### src/rtl/alu_pkg.sv
// -----------------------------------------------------------------------------
// alu_pkg
//   Shared definitions for the ALU operation sequencer:
//   - opcode encodings understood by the 8-bit combinational ALU
//   - FSM state encoding of the sequencer
//   - alu_ref(): reference ALU behaviour used by the optional self-check
//     (compiled in by the ALU_CHECK_EN macro in alu_op_sequencer)
// -----------------------------------------------------------------------------
package alu_pkg;

    localparam logic [2:0] OP_ADD         = 3'b000;
    localparam logic [2:0] OP_SUB         = 3'b001;
    localparam logic [2:0] OP_AND         = 3'b010;
    localparam logic [2:0] OP_OR          = 3'b011;
    localparam logic [2:0] OP_NOT         = 3'b100;
    localparam logic [2:0] OP_ILLEGAL_MIN = 3'b101;

    // Widest data path the reference function supports; callers mask the
    // result down to their own width, which keeps ADD/SUB/NOT modulo 2^W.
    localparam int ALU_REF_W = 32;

    typedef enum logic [1:0] {
        ST_IDLE  = 2'd0,
        ST_ISSUE = 2'd1,
        ST_RESP  = 2'd2
    } state_t;

    function automatic logic [ALU_REF_W-1:0] alu_ref(
        input logic [ALU_REF_W-1:0] a,
        input logic [ALU_REF_W-1:0] b,
        input logic [2:0]           op
    );
        logic [ALU_REF_W-1:0] r;
        case (op)
            OP_ADD:  r = a + b;
            OP_SUB:  r = a - b;
            OP_AND:  r = a & b;
            OP_OR:   r = a | b;
            OP_NOT:  r = ~a;
            default: r = '0;
        endcase
        return r;
    endfunction

endpackage

### src/rtl/alu_cmd_fifo.sv
// -----------------------------------------------------------------------------
// alu_cmd_fifo
//   Synchronous command FIFO, DEPTH entries (power of two, >= 2).
//   Pointers carry one extra wrap bit so full and empty are distinguishable.
//   Read data is the current head (show-ahead), valid whenever !empty.
// Ports
//   clk, rst          clock, synchronous active-high reset (flushes pointers)
//   push, push_data   write request / data (ignored when full)
//   pop               remove head (ignored when empty)
//   pop_data          head entry
//   full, empty       occupancy status from registered pointers
// -----------------------------------------------------------------------------
module alu_cmd_fifo #(
    parameter int WIDTH = 23,
    parameter int DEPTH = 4
) (
    input  logic             clk,
    input  logic             rst,
    input  logic             push,
    input  logic [WIDTH-1:0] push_data,
    input  logic             pop,
    output logic [WIDTH-1:0] pop_data,
    output logic             full,
    output logic             empty
);

    localparam int AW = $clog2(DEPTH);

    logic [WIDTH-1:0] mem [DEPTH];
    logic [AW:0]      wr_ptr;
    logic [AW:0]      rd_ptr;
    logic             do_push;
    logic             do_pop;

    assign empty    = (wr_ptr == rd_ptr);
    assign full     = (wr_ptr[AW] != rd_ptr[AW]) &&
                      (wr_ptr[AW-1:0] == rd_ptr[AW-1:0]);
    assign do_push  = push && !full;
    assign do_pop   = pop && !empty;
    assign pop_data = mem[rd_ptr[AW-1:0]];

    always_ff @(posedge clk) begin
        if (rst) begin
            wr_ptr <= '0;
            rd_ptr <= '0;
        end else begin
            if (do_push) wr_ptr <= wr_ptr + 1'b1;
            if (do_pop)  rd_ptr <= rd_ptr + 1'b1;
        end
    end

    // Storage needs no reset: entries are only read once the pointers say so.
    always_ff @(posedge clk) begin
        if (do_push) mem[wr_ptr[AW-1:0]] <= push_data;
    end

endmodule

### src/rtl/alu_op_sequencer.sv
// -----------------------------------------------------------------------------
// alu_op_sequencer
//   Initiator-side driver for the 8-bit combinational ALU. Tagged commands are
//   buffered in alu_cmd_fifo, issued one at a time through registered
//   alu_a/alu_b/alu_sel, and the ALU result is captured one cycle later and
//   returned with tag and flags on a valid/ready response stream.
//   Throughput with rsp_ready=1 is one response every 2 cycles; capacity is
//   DEPTH FIFO entries plus the one command held by the FSM.
// Configuration
//   ALU_CHECK_EN  when defined, an internal reference model checks alu_result
//                 and flags mismatches on rsp_err; otherwise rsp_err is 0.
// Ports
//   clk, rst                     clock, synchronous active-high reset
//   cmd_valid/cmd_ready          command handshake (ready = FIFO not full)
//   cmd_a, cmd_b, cmd_op, cmd_tag  command payload
//   alu_a, alu_b, alu_sel        registered operands/opcode to the ALU
//   alu_result                   combinational result from the ALU
//   rsp_valid/rsp_ready          response handshake
//   rsp_result, rsp_tag          captured result and echoed tag
//   rsp_zero, rsp_illegal, rsp_err  status flags
//   busy                         FSM not idle or FIFO not empty
// -----------------------------------------------------------------------------
module alu_op_sequencer
    import alu_pkg::*;
#(
    parameter int DATA_W = 8,
    parameter int TAG_W  = 4,
    parameter int DEPTH  = 4
) (
    input  logic              clk,
    input  logic              rst,
    input  logic              cmd_valid,
    output logic              cmd_ready,
    input  logic [DATA_W-1:0] cmd_a,
    input  logic [DATA_W-1:0] cmd_b,
    input  logic [2:0]        cmd_op,
    input  logic [TAG_W-1:0]  cmd_tag,
    output logic [DATA_W-1:0] alu_a,
    output logic [DATA_W-1:0] alu_b,
    output logic [2:0]        alu_sel,
    input  logic [DATA_W-1:0] alu_result,
    output logic              rsp_valid,
    input  logic              rsp_ready,
    output logic [DATA_W-1:0] rsp_result,
    output logic [TAG_W-1:0]  rsp_tag,
    output logic              rsp_zero,
    output logic              rsp_illegal,
    output logic              rsp_err,
    output logic              busy
);

    localparam int CMD_W = 2*DATA_W + 3 + TAG_W;

    state_t            state;
    state_t            state_n;
    logic              fifo_full;
    logic              fifo_empty;
    logic              fifo_push;
    logic              fifo_pop;
    logic [CMD_W-1:0]  fifo_rdata;
    logic [DATA_W-1:0] head_a;
    logic [DATA_W-1:0] head_b;
    logic [2:0]        head_op;
    logic [TAG_W-1:0]  head_tag;
    logic [TAG_W-1:0]  tag_q;

    // Ready depends only on registered occupancy; a pop this cycle does not
    // open a slot until the next one.
    assign cmd_ready = !fifo_full;
    assign fifo_push = cmd_valid && cmd_ready;
    assign busy      = (state != ST_IDLE) || !fifo_empty;

    assign {head_a, head_b, head_op, head_tag} = fifo_rdata;

    alu_cmd_fifo #(
        .WIDTH (CMD_W),
        .DEPTH (DEPTH)
    ) u_fifo (
        .clk       (clk),
        .rst       (rst),
        .push      (fifo_push),
        .push_data ({cmd_a, cmd_b, cmd_op, cmd_tag}),
        .pop       (fifo_pop),
        .pop_data  (fifo_rdata),
        .full      (fifo_full),
        .empty     (fifo_empty)
    );

    always_ff @(posedge clk) begin
        if (rst) state <= ST_IDLE;
        else     state <= state_n;
    end

    always_comb begin
        state_n  = state;
        fifo_pop = 1'b0;
        case (state)
            ST_IDLE: begin
                if (!fifo_empty) begin
                    fifo_pop = 1'b1;
                    state_n  = ST_ISSUE;
                end
            end
            ST_ISSUE: state_n = ST_RESP;
            ST_RESP: begin
                if (rsp_ready) begin
                    if (!fifo_empty) begin
                        fifo_pop = 1'b1;
                        state_n  = ST_ISSUE;
                    end else begin
                        state_n  = ST_IDLE;
                    end
                end
            end
            default: state_n = ST_IDLE;
        endcase
    end

    // Operand registers load on every pop and otherwise hold, so the ALU
    // sees stable inputs through IDLE and RESP.
    always_ff @(posedge clk) begin
        if (rst) begin
            alu_a   <= '0;
            alu_b   <= '0;
            alu_sel <= '0;
            tag_q   <= '0;
        end else if (fifo_pop) begin
            alu_a   <= head_a;
            alu_b   <= head_b;
            alu_sel <= head_op;
            tag_q   <= head_tag;
        end
    end

    always_ff @(posedge clk) begin
        if (rst) begin
            rsp_valid   <= 1'b0;
            rsp_result  <= '0;
            rsp_tag     <= '0;
            rsp_zero    <= 1'b0;
            rsp_illegal <= 1'b0;
        end else if (state == ST_ISSUE) begin
            rsp_valid   <= 1'b1;
            rsp_result  <= alu_result;
            rsp_tag     <= tag_q;
            rsp_zero    <= (alu_result == '0);
            rsp_illegal <= (alu_sel >= OP_ILLEGAL_MIN);
        end else if (state == ST_RESP && rsp_ready) begin
            // Drop valid on every handshake; if another command was popped
            // it reappears after its ISSUE cycle.
            rsp_valid   <= 1'b0;
        end
    end

`ifdef ALU_CHECK_EN
    localparam logic [ALU_REF_W-1:0] RES_MASK =
        ALU_REF_W'((64'd1 << DATA_W) - 64'd1);

    logic                 rsp_err_q;
    logic [ALU_REF_W-1:0] ref_res;

    assign ref_res = alu_ref(ALU_REF_W'(alu_a), ALU_REF_W'(alu_b), alu_sel) & RES_MASK;
    assign rsp_err = rsp_err_q;

    always_ff @(posedge clk) begin
        if (rst)                    rsp_err_q <= 1'b0;
        else if (state == ST_ISSUE) rsp_err_q <= (ALU_REF_W'(alu_result) != ref_res);
    end
`else
    assign rsp_err = 1'b0;
`endif

endmodule
### config.mk
export PLATFORM = sky130hd
export DESIGN_NAME = alu_op_sequencer
export DESIGN_NICKNAME = d
export VERILOG_FILES = /design/src/rtl/alu_pkg.sv /design/src/rtl/alu_cmd_fifo.sv /design/src/rtl/alu_op_sequencer.sv
export SDC_FILE = /design/constraint.sdc
export NUM_CORES = 1
export LEC_CHECK = 0
export ABC_AREA = 1
export CELL_PAD_IN_SITES_DETAIL_PLACEMENT = 1
export CELL_PAD_IN_SITES_GLOBAL_PLACEMENT = 1
export CORE_MARGIN = 4
export CORE_UTILIZATION = 39
export DETAILED_ROUTE_END_ITERATION = 16
export MAX_ROUTING_LAYER = met4
export PLACE_DENSITY = 0.72
export SLEW_MARGIN = 0
export SYNTH_ARGS = -nofsm -noshare
export SYNTH_HDL_FRONTEND = slang
export SYNTH_HIERARCHICAL = 1
export SYNTH_SLANG_ARGS = --single-unit
### constraint.sdc
create_clock -name clk -period 2.7 [get_ports clk]
set_input_delay 0.675 -clock clk [delete_from_list [all_inputs] [get_ports clk]]
set_output_delay 0.675 -clock clk [all_outputs]
set_load 0.02 [all_outputs]
==> Yosys cells after proc, flatten, opt, wreduce, memory -nomap -nowiden <==
Memories as Yosys holds them, arrays and structs flattened. A register that Yosys moved wholly into a read port is not among the register bits.
Cells that the tools add are included.
{ "op_classes": {"eq_ne": 7, "bitwise_logic": 0, "n_reduce_logical": 13, "mul": 0, "shifts": 0, "add_sub_neg": 2, "div_mod_pow": 0, "order_cmp": 1, "n_mux": 11} }
{ "ops": {"columns": ["cell", "n"], "rows": [
  ["8-bit logical NOT", 1],
  ["1-bit two-way mux", 7],
  ["3-bit by 1-bit adder with 3-bit output (second input constant)", 2],
  ["2-bit case mux with 3 select lines", 1],
  ["1-bit logical AND", 5],
  ["2-bit two-way mux", 2],
  ["2-bit != test (second input constant)", 2],
  ["2-bit nonzero test", 2],
  ["3-bit == test", 1],
  ["3-bit >= comparator (second input constant)", 1],
  ["2-bit by 1-bit == test with 1-bit output (second input constant)", 1],
  ["2-bit == test", 1],
  ["2-bit == test (second input constant)", 1],
  ["1-bit logical NOT", 2],
  ["2-bit logical NOT", 1],
  ["1-bit case mux with 2 select lines", 1],
  ["2-bit AND reduction", 1],
  ["1-bit logical OR", 1],
  ["1-bit != test", 1]
]} }
{ "word_totals": {"reg_bits": 23, "mem_bits_rw": 92, "mem_count": 1, "latchBits": 0, "wordCells": 43, "romBits": 0} }
{ "mem_list": {"columns": ["memory", "depth", "word_bits", "rd", "rd_ports_with_merged_regs", "wr", "line_no", "rtl"], "rows": [
  ["u_fifo.mem", 4, 23, 1, 1, 1, "alu_cmd_fifo.sv:29", "logic [WIDTH-1:0] mem [DEPTH];"]
]} }

==> Depth between registers and ports, before layout <==
Gate-level depths: netlist of the first run.
{ "logic_depth": {"ltp_word": 7, "mapped_depth": 12, "ltp_nobuf": 11} }

==> Cells and area by module <==
Netlist of the first run, hierarchy kept.
{ "by_module_without_submodules": {"columns": ["module", "area_each_um2", "cells_each", "n_inst", "seq_area_each_um2"], "rows": [
  ["alu_cmd_fifo", 3925.0, 297, 1, 2922.8],
  ["alu_op_sequencer", 1605.3, 214, 1, 800.8]
]} }

==> Worst setup path before layout of the first run <==
No wires, ideal clock.
{ "synth_path": {"kind": "flip-flop to flip-flop", "start": "register u_fifo.wr_ptr[0]", "end": "memory u_fifo.mem[1][0] (enable)", "setup_slack_ps": 90, "arrival_ps": 2207, "required_time_ps": 2297, "stages_incl_launch_ff": 9, "period_less_slack_ps": 2610, "setup_time_ps": 403, "cell_sequence": "dfxtp_1 -> inv_1 -> nand2_1 -> nand2_4 -> nand3_4 -> inv_1 -> nor2_1 -> nand2_2 -> nor2_1"} }
{ "synth_between": {"elab_chain_len": 7} }
{ "synth_lines": {"columns": ["element", "line_no", "rtl"], "rows": [
  ["start, declared", "alu_cmd_fifo.sv:30", "logic [AW:0] wr_ptr;"],
  ["start signal, assigned", "alu_cmd_fifo.sv:47", "if (do_push) wr_ptr <= wr_ptr + 1'b1;"],
  ["2-bit == test", "alu_cmd_fifo.sv:37", "(wr_ptr[AW-1:0] == rd_ptr[AW-1:0]);"],
  ["1-bit logical AND", "alu_cmd_fifo.sv:36", "assign full = (wr_ptr[AW] != rd_ptr[AW]) &&"],
  ["named net fifo_full", "alu_op_sequencer.sv:56", "logic fifo_full;"],
  ["1-bit logical NOT", "alu_op_sequencer.sv:69", "assign cmd_ready = !fifo_full;"],
  ["1-bit logical AND", "alu_op_sequencer.sv:70", "assign fifo_push = cmd_valid && cmd_ready;"],
  ["named net fifo_push", "alu_op_sequencer.sv:58", "logic fifo_push;"],
  ["1-bit logical AND", "alu_cmd_fifo.sv:38", "assign do_push = push && !full;"],
  ["1-bit two-way mux", "alu_cmd_fifo.sv:54", "if (do_push) mem[wr_ptr[AW-1:0]] <= push_data;"],
  ["1-bit two-way mux (not written as such)", "alu_cmd_fifo.sv:54", null],
  ["end, declared", "alu_cmd_fifo.sv:29", null]
]} }
The timed path passes the listed nets, and every way through them passes these cells.

==> Final worst setup path of the first run <==
{ "layout_path": {"start": "register u_fifo.wr_ptr[0]", "end": "output busy"} }
{ "layout_between": {"elab_chain_len": 3} }
{ "layout_lines": {"columns": ["element", "line_no", "rtl"], "rows": [
  ["3-bit == test", "alu_cmd_fifo.sv:35", "assign empty = (wr_ptr == rd_ptr);"],
  ["named net fifo_empty", "alu_op_sequencer.sv:57", "logic fifo_empty;"],
  ["1-bit logical NOT", "alu_op_sequencer.sv:71", "assign busy = (state != ST_IDLE) || !fifo_empty;"],
  ["1-bit logical OR", "alu_op_sequencer.sv:71", null],
  ["end, declared", "alu_op_sequencer.sv:49", "output logic busy"]
]} }
The timed path passes the listed nets, and every way through them passes these cells.

==> impl_metrics.json, run 1 <==
{
  "post_cts_buffers": 0,
  "synth.avg_cell_area_um2": 10.8,
  "synth_area_leader_cell": "edfxtp_1",
  "vias_per_cell": 5.05,
  "synth_top_cell_area_share_pct": 50.0,
  "finalWorstSetupSlack_ns": 0.266,
  "wl_um": 13100,
  "yosys.area_share.xor_xnor_pct": 0.158,
  "synthAdderAreaFrac_pct": 1.13,
  "cp-endpoint": "busy",
  "initial_core_util_pct": 39.8,
  "cts.path.max_buffers": 2,
  "overflow": 0,
  "crit_family": "buffers and inverters",
  "peakVddDrop_uv": 458,
  "criticalPathCategory": "reg -> out",
  "cts_hold_buffers": 0,
  "dr_wl_met2_um": 6630,
  "die_x_um": 127,
  "max-slew-margin-rel_pct": 66.4,
  "cts_tree": "done",
  "drtPass1Iterations": 4,
  "ant_nets": 0,
  "worstPathCellList": "inv_1 -> nand2_1 -> nand2_4 -> nand3_4 -> inv_1 -> nand3_1 -> dlygate4sd2_1",
  "totalNegativeSetupSlack_ns": 0,
  "hold_start": "rsp_valid",
  "ys.warnings.count": 6,
  "n_antenna_cell": 0,
  "critPathMostFrequentCell": "inv_1",
  "die-area_um2": 16100,
  "synth-seq-cells": 140,
  "drt-met1-wl_um": 5790,
  "wire_per_inst_um": 16.8,
  "grt_use_total_pct": 17.6,
  "wl_met3_um": 462,
  "cp_num_cells": 7,
  "first_iter_violations": 268,
  "crit_path_start": "u_fifo/wr_ptr[0]",
  "worstReg2RegStart": "u_fifo/wr_ptr[1]",
  "grt_max_degree": 47,
  "synth_top_family_by_area": "simple AND/OR/NAND/NOR gates",
  "critPathMaxStageDelay_ns": 0.34,
  "dp_hpwl_um": 8150,
  "synth_flop_cell": "edfxtp_1",
  "p_per_area_nw_per_um2": 1190,
  "synth_top_cells_by_count": "nor2_1, edfxtp_1, o21ai_0, dfxtp_1, nand2_1",
  "status": "finished, final reports clean",
  "synth_edf_count": 92,
  "place_ws_ns": 0.358,
  "antenna_found_initial": 0,
  "cts_buffers": 17,
  "cp.arrival_ns": 1.76,
  "synth_simple_gate_area_share_pct": 17.6,
  "yosysMostFrequentCell": "nor2_1",
  "nNetsFinal": 627,
  "netlist_area_um2": 5530,
  "synth.top_cells.by_area": "edfxtp_1, dfxtp_1, nor2_1, o21ai_0, nand3b_1",
  "synth_compound_area_share_pct": 9.21,
  "top_layer": "met4",
  "hold_violations": 0,
  "cts.sink_count": 140,
  "die_height_um": 127,
  "async_flop_share_pct": 0,
  "yosysSeqAreaShare_pct": 67.3,
  "synthMuxAreaShare_pct": 0,
  "coreArea_um2": 13900,
  "yosysUniqueCellTypes": 31,
  "htree_levels": 4,
  "critPathCaptureType": "output pin",
  "path_clk_slew_ns": 0.05,
  "setup_viol": 0,
  "fin_area_um2": 7020,
  "syn-num-nets": 551,
  "area_growth_pct": 27.0,
  "io_buffers": 70,
  "rsz0062_at_grt": "no",
  "tightest_slew_ns": 0.503,
  "r2r_end": "u_fifo/mem[3][10]",
  "final.period_utilization_pct": 90.2,
  "leakage_nw": 2.59,
  "num_rows": 43,
  "hp-class": "reg -> reg",
  "drv_cap": 0,
  "period_needed_ns": 2.43,
  "gp_congestion": 0.795,
  "worst_setup_path_start_kind": "flip-flop",
  "critPathRequiredTime_ns": 2.03,
  "final.setup_skew_ns": 0.00764,
  "crit_path_max_fanout": 7,
  "vias": 3937,
  "grt_pass1_wl_um": 21400,
  "pin_count": 72,
  "r2r_slack_ns": 0.76,
  "clockRootBuffer": "clkbuf_16",
  "r2r.worst_path.cells": 9,
  "grt_pass1_vias": 4225,
  "place_area_um2": 6460,
  "slowest_stage": "dfxtp_2",
  "critPathBufInv": 3,
  "worstSkewPairLatency_ns": 0.42,
  "fmax_mhz": 411,
  "drc": 0,
  "final_max_slew_viol_count": 0,
  "drive_above_1_share_pct": 9.52,
  "synthCells": 511
}
[final cells by class]
| class | instances | area [µm²] |
|---|---|---|
| clock buffer | 22 | 464 |
| timing repair buffer | 82 | 842 |
| fill | 1492 | 6860 |
| tap | 180 | 225 |
| sequential | 140 | 3720 |
| multi-input combinational | 319 | 1570 |
| clock inverter | 9 | 96.3 |
| inverter | 27 | 104 |
[kinds of logic (layout without fill, tap and decap cells)]
logic type | after synthesis | after routing
simple gates | 218 | 218
buf+inv | 52 | 140
xor+xnor | 1 | 1
compound gates | 94 | 94
fa+ha+maj | 5 | 5
other cells | 1 | 1
flops | 140 | 140
[sequential cells by signal, summed over array words and instances (netlist names), 3 cells and up, named ones only]
| signal | flops |
|---|---|
| u_fifo/rd_ptr | 3 |
| tag_q | 4 |
| alu_sel | 3 |
| rsp_result | 8 |
| u_fifo/mem | 92 |
| rsp_tag | 4 |
| alu_b | 8 |
| u_fifo/wr_ptr | 3 |
| alu_a | 8 |
[worst register-to-register path, stage by stage, from the launching register on]
cell     delay [ns]
dfxtp_1        0.40
inv_1          0.10
nand2_1        0.08
nand2_2        0.09
nand3_4        0.14
inv_1          0.07
nor2_1         0.23
nand2_2        0.15
nor2_2         0.16
buf_12         0.21
[routing by layer]
layer	global-route usage, %	vias to the layer above
li1	-	1901
met1	21.1	1933
met2	29.4	86
met3	3.55	17
met4	7.00	0
met5	-	-
[where the power goes]
group | switching, mW | internal [mW]
Combinational | 1.93 | 1.22
Sequential | 0.259 | 2.78
Clock | 0.811 | 1.39
[cells in the final DEF, fill, tap and decap left out, types with 8 or more instances in the layout]
| master | instances |
|---|---|
| nor2_1 | 132 |
| edfxtp_1 | 92 |
| clkdlybuf4s50_1 | 68 |
| o21ai_0 | 57 |
| dfxtp_1 | 47 |
| nand2_1 | 40 |
| nand3b_1 | 23 |
| o22ai_1 | 23 |
| inv_1 | 22 |
| clkbuf_16 | 17 |
| nand3_1 | 9 |
| a21oi_1 | 8 |
| buf_4 | 8 |
[stage by stage]
step           cells  hold slack (ns)  util, %  power (mW)
3_3_place_gp     748            0.457     46.5        6.13
3_5_place_dp     748            0.476     46.5        6.25
2_1_floorplan    511            0.456        -        5.09
5_1_grt          779            0.506     50.6        8.95
4_1_cts          779            0.486     50.6        8.51
6_report         779            0.479     50.6        8.38
[how the worst min path moves through the flow]
stage,endpoint,cells past startpoint
final,rsp_valid,2
after CTS,rsp_valid,2
after floorplan,rsp_tag[0],2
after global placement,rsp_valid,2
after global routing,alu_a[3],2
after detailed placement,rsp_valid,2
[what timing repair did]
| action | in CTS | in global routing |
|---|---|---|
| setup endpoints to repair | 1 | 1 |
| endpoints found under the hold margin | 0 | 0 |
| resized for setup | 1 | 2 |
| cloned | 0 | 0 |
(Power assumes the default switching activity.)
==> run 2: changes to the inputs <==
==> constraint.sdc (replaced) <==
create_clock -name clk -period 2.05 [get_ports clk]
set_input_delay 0.5125 -clock clk [delete_from_list [all_inputs] [get_ports clk]]
set_output_delay 0.5125 -clock clk [all_outputs]
set_load 0.02 [all_outputs]
==> run 2 against run 1 <==
Sequential share of layout area shrank 0.66 points. Die area is the same. Sequential power grew 31%. Utilization grew 0.70 points. Via count shrank 1.7%. Non-clock buffer count grew 8. Register-to-register slack lost 0.46 ns. Design area grew 1.4%. Highest routed layer unchanged. Wire length shrank 1.5%. Combinational power grew 36%.
==> impl_metrics.json, run 2 (synthesis results as in run 1) <==
{
  "n_antenna_cell": 0,
  "coreArea_um2": 13900,
  "power_frac_comb_pct": 38.2,
  "layout_common_cells": "nor2_1, edfxtp_1, clkdlybuf4s50_1, o21ai_0, dfxtp_1",
  "cts_tree": "done",
  "drive_above_1_share_pct": 12.8,
  "cts_hold_buffers": 0,
  "holdWs_ns": 0.464,
  "io_buffers": 70,
  "p_int_mw": 7.21,
  "overflow": 0,
  "slowest_stage": "clkdlybuf4s50_1",
  "critPathBufInv": 1,
  "crit_path_start": "alu_b[1]",
  "worst_setup_path_start_kind": "flip-flop",
  "hp-class": "reg -> reg",
  "vias": 3872,
  "hold_violations": 0,
  "place_ws_ns": 0.0143,
  "period_needed_ns": 1.95,
  "final.period_utilization_pct": 95.2,
  "vias_per_cell": 4.91,
  "die_height_um": 127,
  "path_clk_slew_ns": 0.06,
  "grt_max_degree": 47,
  "cp.arrival_ns": 1.44,
  "rsz0062_at_grt": "no",
  "seqPwrFrac_pct": 35.4,
  "final_max_slew_viol_count": 0,
  "crit_family": "buffers and inverters",
  "drtPass1Iterations": 4,
  "antenna_found_initial": 0,
  "critPathMaxStageDelay_ns": 0.66,
  "die-area_um2": 16100,
  "dp_hpwl_um": 8450,
  "htree_levels": 4,
  "grt_pass1_wl_um": 21200,
  "grt_pass1_vias": 4115,
  "grt_use_total_pct": 17.3,
  "area_growth_pct": 28.8,
  "gp_congestion": 0.785,
  "worstReg2RegStart": "u_fifo/wr_ptr[1]",
  "swShare_pct": 35.9,
  "pin_count": 72,
  "worstSkewPairLatency_ns": 0.41,
  "critPathCaptureType": "output pin",
  "wire_per_inst_um": 16.3,
  "p_switching_mw": 4.03,
  "leakage_nw": 2.64,
  "hold_start": "rsp_valid",
  "p_per_area_nw_per_um2": 1580,
  "drv_cap": 0,
  "die_x_um": 127,
  "mostFrequentLayoutCell": "nor2_1",
  "drc": 0,
  "largest_reg_flops": 92,
  "cts_buffers": 17,
  "final.setup_skew_ns": 0.00678,
  "first_iter_violations": 209,
  "wl_um": 12900,
  "cts.sink_count": 140,
  "crit_path_max_fanout": 2,
  "design_power_total_mw": 11.2,
  "worstPathCellList": "clkdlybuf4s50_1",
  "num_rows": 43,
  "fmax_mhz": 512,
  "criticalPathCategory": "reg -> out",
  "peakVddDrop_uv": 687,
  "critPathRequiredTime_ns": 1.54,
  "nNetsFinal": 635,
  "status": "finished, final reports clean",
  "p_clk_share_pct": 26.4,
  "cts.path.max_buffers": 2,
  "initial_core_util_pct": 39.8,
  "ant_nets": 0,
  "finalWorstSetupSlack_ns": 0.0980,
  "setup_viol": 0,
  "final_util_pct": 51.3,
  "clockRootBuffer": "clkbuf_16"
}
[run 2: metrics by stage]
step / area [µm²] / std cells / TNS, ns
final: 7120 / 788 / 0
after global routing: 7120 / 788 / 0
after CTS: 7120 / 788 / 0
after detailed placement: 6530 / 756 / 0
after global placement: 6530 / 756 / 0
after floorplan: 5540 / 511 / -20.08
[run 2: layout make-up]
class / instances / area, µm²
multi-input cells: 319 / 1570
fillers: 1506 / 6760
repair buffers: 90 / 910
clock buffers: 19 / 443
clock inverters: 13 / 143
flip-flops and latches: 140 / 3730
inverters: 27 / 104
well taps: 180 / 225
[run 2: worst register-to-register path, cell delays in order (launching register included)]
cell and delay (ns):
dfxtp_2 0.38, inv_2 0.06, nand2_1 0.07, nand2_2 0.10, nand3_4 0.08, inv_1 0.05, nor2_1 0.18, nand2_2 0.14
nor2_2 0.17, buf_12 0.20
[run 2: worst paths after layout]
path	endpoint	slack (ns)	depth (start not counted)
worst max-delay path	alu_b[1]	0.1	1
worst min-delay path	rsp_valid	0.46	2
worst min register to register	rsp_valid	0.46	2
worst max register to register	u_fifo/mem[0][16]	0.30	9
[run 2: per-layer routing]
metal | vias up | track usage [%] | part of all wire [%]
met5 | - | - | 0
li1 | 1919 | - | -
met2 | 82 | 28.5 | 50
met1 | 1852 | 21.0 | 44
met3 | 19 | 3.85 | 3.6
met4 | 0 | 6.50 | 1.9
[run 2: repair_timing]
action / 4_1_cts / 5_1_grt
gates resized for setup: 8 / 9
endpoints found under the setup margin: 2 / 2
pin swaps: 0 / 1
setup buffers: 0 / 0
[run 2: power groups by stage]
stage	Clock (mW)	Sequential (mW)	Combinational [mW]
floorplan	0	4.33	2.37
CTS	3.03	3.98	4.35
global route	3.18	4.04	4.79
global placement	0	3.99	4.19
detailed placement	0	4.03	4.32
finish	2.97	3.97	4.29
==> run 3: changes to the inputs <==
--- a/config.mk
+++ b/config.mk
@@ -9,10 +9,11 @@
 export CELL_PAD_IN_SITES_DETAIL_PLACEMENT = 1
 export CELL_PAD_IN_SITES_GLOBAL_PLACEMENT = 1
 export CORE_MARGIN = 4
-export CORE_UTILIZATION = 39
+export CORE_UTILIZATION = 45
+export CTS_BUF_LIST = sky130_fd_sc_hd__clkbuf_4 sky130_fd_sc_hd__clkbuf_8
 export DETAILED_ROUTE_END_ITERATION = 16
 export MAX_ROUTING_LAYER = met4
-export PLACE_DENSITY = 0.72
+export PLACE_DENSITY = 0.79
 export SLEW_MARGIN = 0
 export SYNTH_ARGS = -nofsm -noshare
 export SYNTH_HDL_FRONTEND = slang
==> constraint.sdc (replaced) <==
create_clock -name clk -period 1.95 [get_ports clk]
set_input_delay 0.4875 -clock clk [delete_from_list [all_inputs] [get_ports clk]]
set_output_delay 0.4875 -clock clk [all_outputs]
set_load 0.02 [all_outputs]
==> run 3 against run 2 <==
Clock skew up 0.0052 ns. Die area down 13%. Cell count down 3.8%. Hold slack worse by 0.0011 ns. Sequential power up 5.5%. Combinational power up 12%. Sequential share of layout area up 0.37 points. Highest routed layer unchanged.
==> impl_metrics.json, run 3 (synthesis results as in run 1) <==
{
  "nNetsFinal": 638,
  "p_switching_mw": 4.36,
  "grt_use_total_pct": 21.8,
  "dp_hpwl_um": 8760,
  "n_antenna_cell": 0,
  "area_growth_pct": 27.9,
  "vias_per_cell": 5.36,
  "antenna_found_initial": 0,
  "worst_setup_path_start_kind": "flip-flop",
  "p_per_area_nw_per_um2": 1680,
  "crit_path_max_fanout": 2,
  "design_power_total_mw": 11.9,
  "setup_viol": 0,
  "hold_violations": 0,
  "largest_reg_flops": 92,
  "coreArea_um2": 12000,
  "overflow": 0,
  "critPathBufInv": 1,
  "num_rows": 40,
  "ant_nets": 0,
  "pin_count": 72,
  "die_height_um": 119,
  "htree_levels": 4,
  "p_clk_share_pct": 24.3,
  "cts.path.max_buffers": 2,
  "drc": 0,
  "crit_family": "buffers and inverters",
  "final.setup_skew_ns": 0.0120,
  "initial_core_util_pct": 46.0,
  "io_buffers": 70,
  "slowest_stage": "clkdlybuf4s50_1",
  "cp.arrival_ns": 1.41,
  "gp_congestion": 0.796,
  "criticalPathCategory": "reg -> out",
  "cts.sink_count": 140,
  "die-area_um2": 14100,
  "fmax_mhz": 528,
  "p_int_mw": 7.53,
  "mostFrequentLayoutCell": "nor2_1",
  "worstPathCellList": "clkdlybuf4s50_1",
  "wl_um": 14500,
  "drv_cap": 0,
  "cts_tree": "done",
  "wire_per_inst_um": 19.1,
  "final.period_utilization_pct": 97.1,
  "peakVddDrop_uv": 646,
  "drive_above_1_share_pct": 14.4,
  "leakage_nw": 2.69,
  "power_frac_comb_pct": 40.4,
  "post_cts_buffers": 0,
  "grt_pass1_vias": 4413,
  "critPathMaxStageDelay_ns": 0.63,
  "final_max_slew_viol_count": 0,
  "grt_max_degree": 47,
  "vias": 4066,
  "die_x_um": 119,
  "critPathRequiredTime_ns": 1.46,
  "fin_cells": 758,
  "layout_common_cells": "nor2_1, edfxtp_1, clkdlybuf4s50_1, o21ai_0, dfxtp_1",
  "worstSkewPairLatency_ns": 0.44,
  "rsz0062_at_grt": "no",
  "clockRootBuffer": "clkbuf_8",
  "drtPass1Iterations": 6,
  "place_area_um2": 6550,
  "fin_area_um2": 7070,
  "seqPwrFrac_pct": 35.3,
  "cts_hold_buffers": 0,
  "first_iter_violations": 269,
  "dp.cells": 726,
  "totalNegativeSetupSlack_ns": 0,
  "swShare_pct": 36.7,
  "path_clk_slew_ns": 0.07,
  "critPathCaptureType": "output pin",
  "cts_buffers": 17,
  "period_needed_ns": 1.89,
  "hp-class": "reg -> reg",
  "grt_pass1_wl_um": 23400,
  "status": "finished, final reports clean",
  "holdWs_ns": 0.463
}
-- run 3: changes by cell type in the layout (fill, tap and decap cells not counted), sizes merged --
cell           before  now
buf                22   25
bufinv              2    7
clkdlybuf4s50      68   63
clkinv              7    5
clkinvlp            4    2
dlygate4sd2         0    1
dlymetal6s2s        0    4
inv                27   26
-- run 3: per-layer routing --
layer  track usage [%]  vias to the layer above  routed length, µm
met3              4.99                       20                821
li1                  -                     1928                  -
met5                 -                        -                  0
met2              36.8                      137               7500
met1              26.0                     1981               5950
met4              7.02                        0                183
-- run 3: layout make-up --
class / count / area, µm²
fill: 1280 / 4940
sequential: 140 / 3730
multi-input combinational: 319 / 1600
timing repair buffer: 93 / 953
clock buffer: 19 / 249
clock inverter: 13 / 246
tap: 147 / 184
inverter: 27 / 106
-- run 3: path summary, 6_finish.rpt --
path,depth (start not counted),endpoint,start,slack [ns]
worst max-delay path,1,alu_a[7],alu_a[7],0.06
worst min-delay path,2,rsp_valid,rsp_valid,0.46
worst max register to register,9,u_fifo/mem[3][3],u_fifo/rd_ptr[2],0.29
worst min register to register,2,rsp_valid,rsp_valid,0.46
-- run 3: power groups by stage --
| stage | registers (mW) | logic, mW | clock network, mW |
|---|---|---|---|
| 2_1_floorplan | 4.55 | 2.52 | 0 |
| 3_3_place_gp | 4.17 | 4.51 | 0 |
| 3_5_place_dp | 4.23 | 4.70 | 0 |
| 6_report | 4.19 | 4.80 | 2.89 |
| 4_1_cts | 4.19 | 4.80 | 2.95 |
| 5_1_grt | 4.25 | 5.28 | 3.08 |
-- run 3: through the flow --
stage / worst slack (ns) / utilization, %
finish: 0.0557 / 58.9
global placement: 0.0245 / 54.6
global route: 0.000656 / 58.9
CTS: 0.00552 / 58.7
detailed placement: -0.0123 / 54.6
floorplan: 0.0119 / -
-- run 3: worst register-to-register path: cells and delay by family (launching register included) --
| family | cells | cell delay, ns |
|---|---|---|
| buffers and inverters | 3 | 0.31 |
| DFF | 1 | 0.37 |
| and+or+nand+nor | 6 | 0.65 |
-- run 3: timing repair --
item                                    CTS  global route
endpoints found under the setup margin    3             6
pin swaps                                 0             2
gates resized for setup                  16            13
cloned                                    0             0
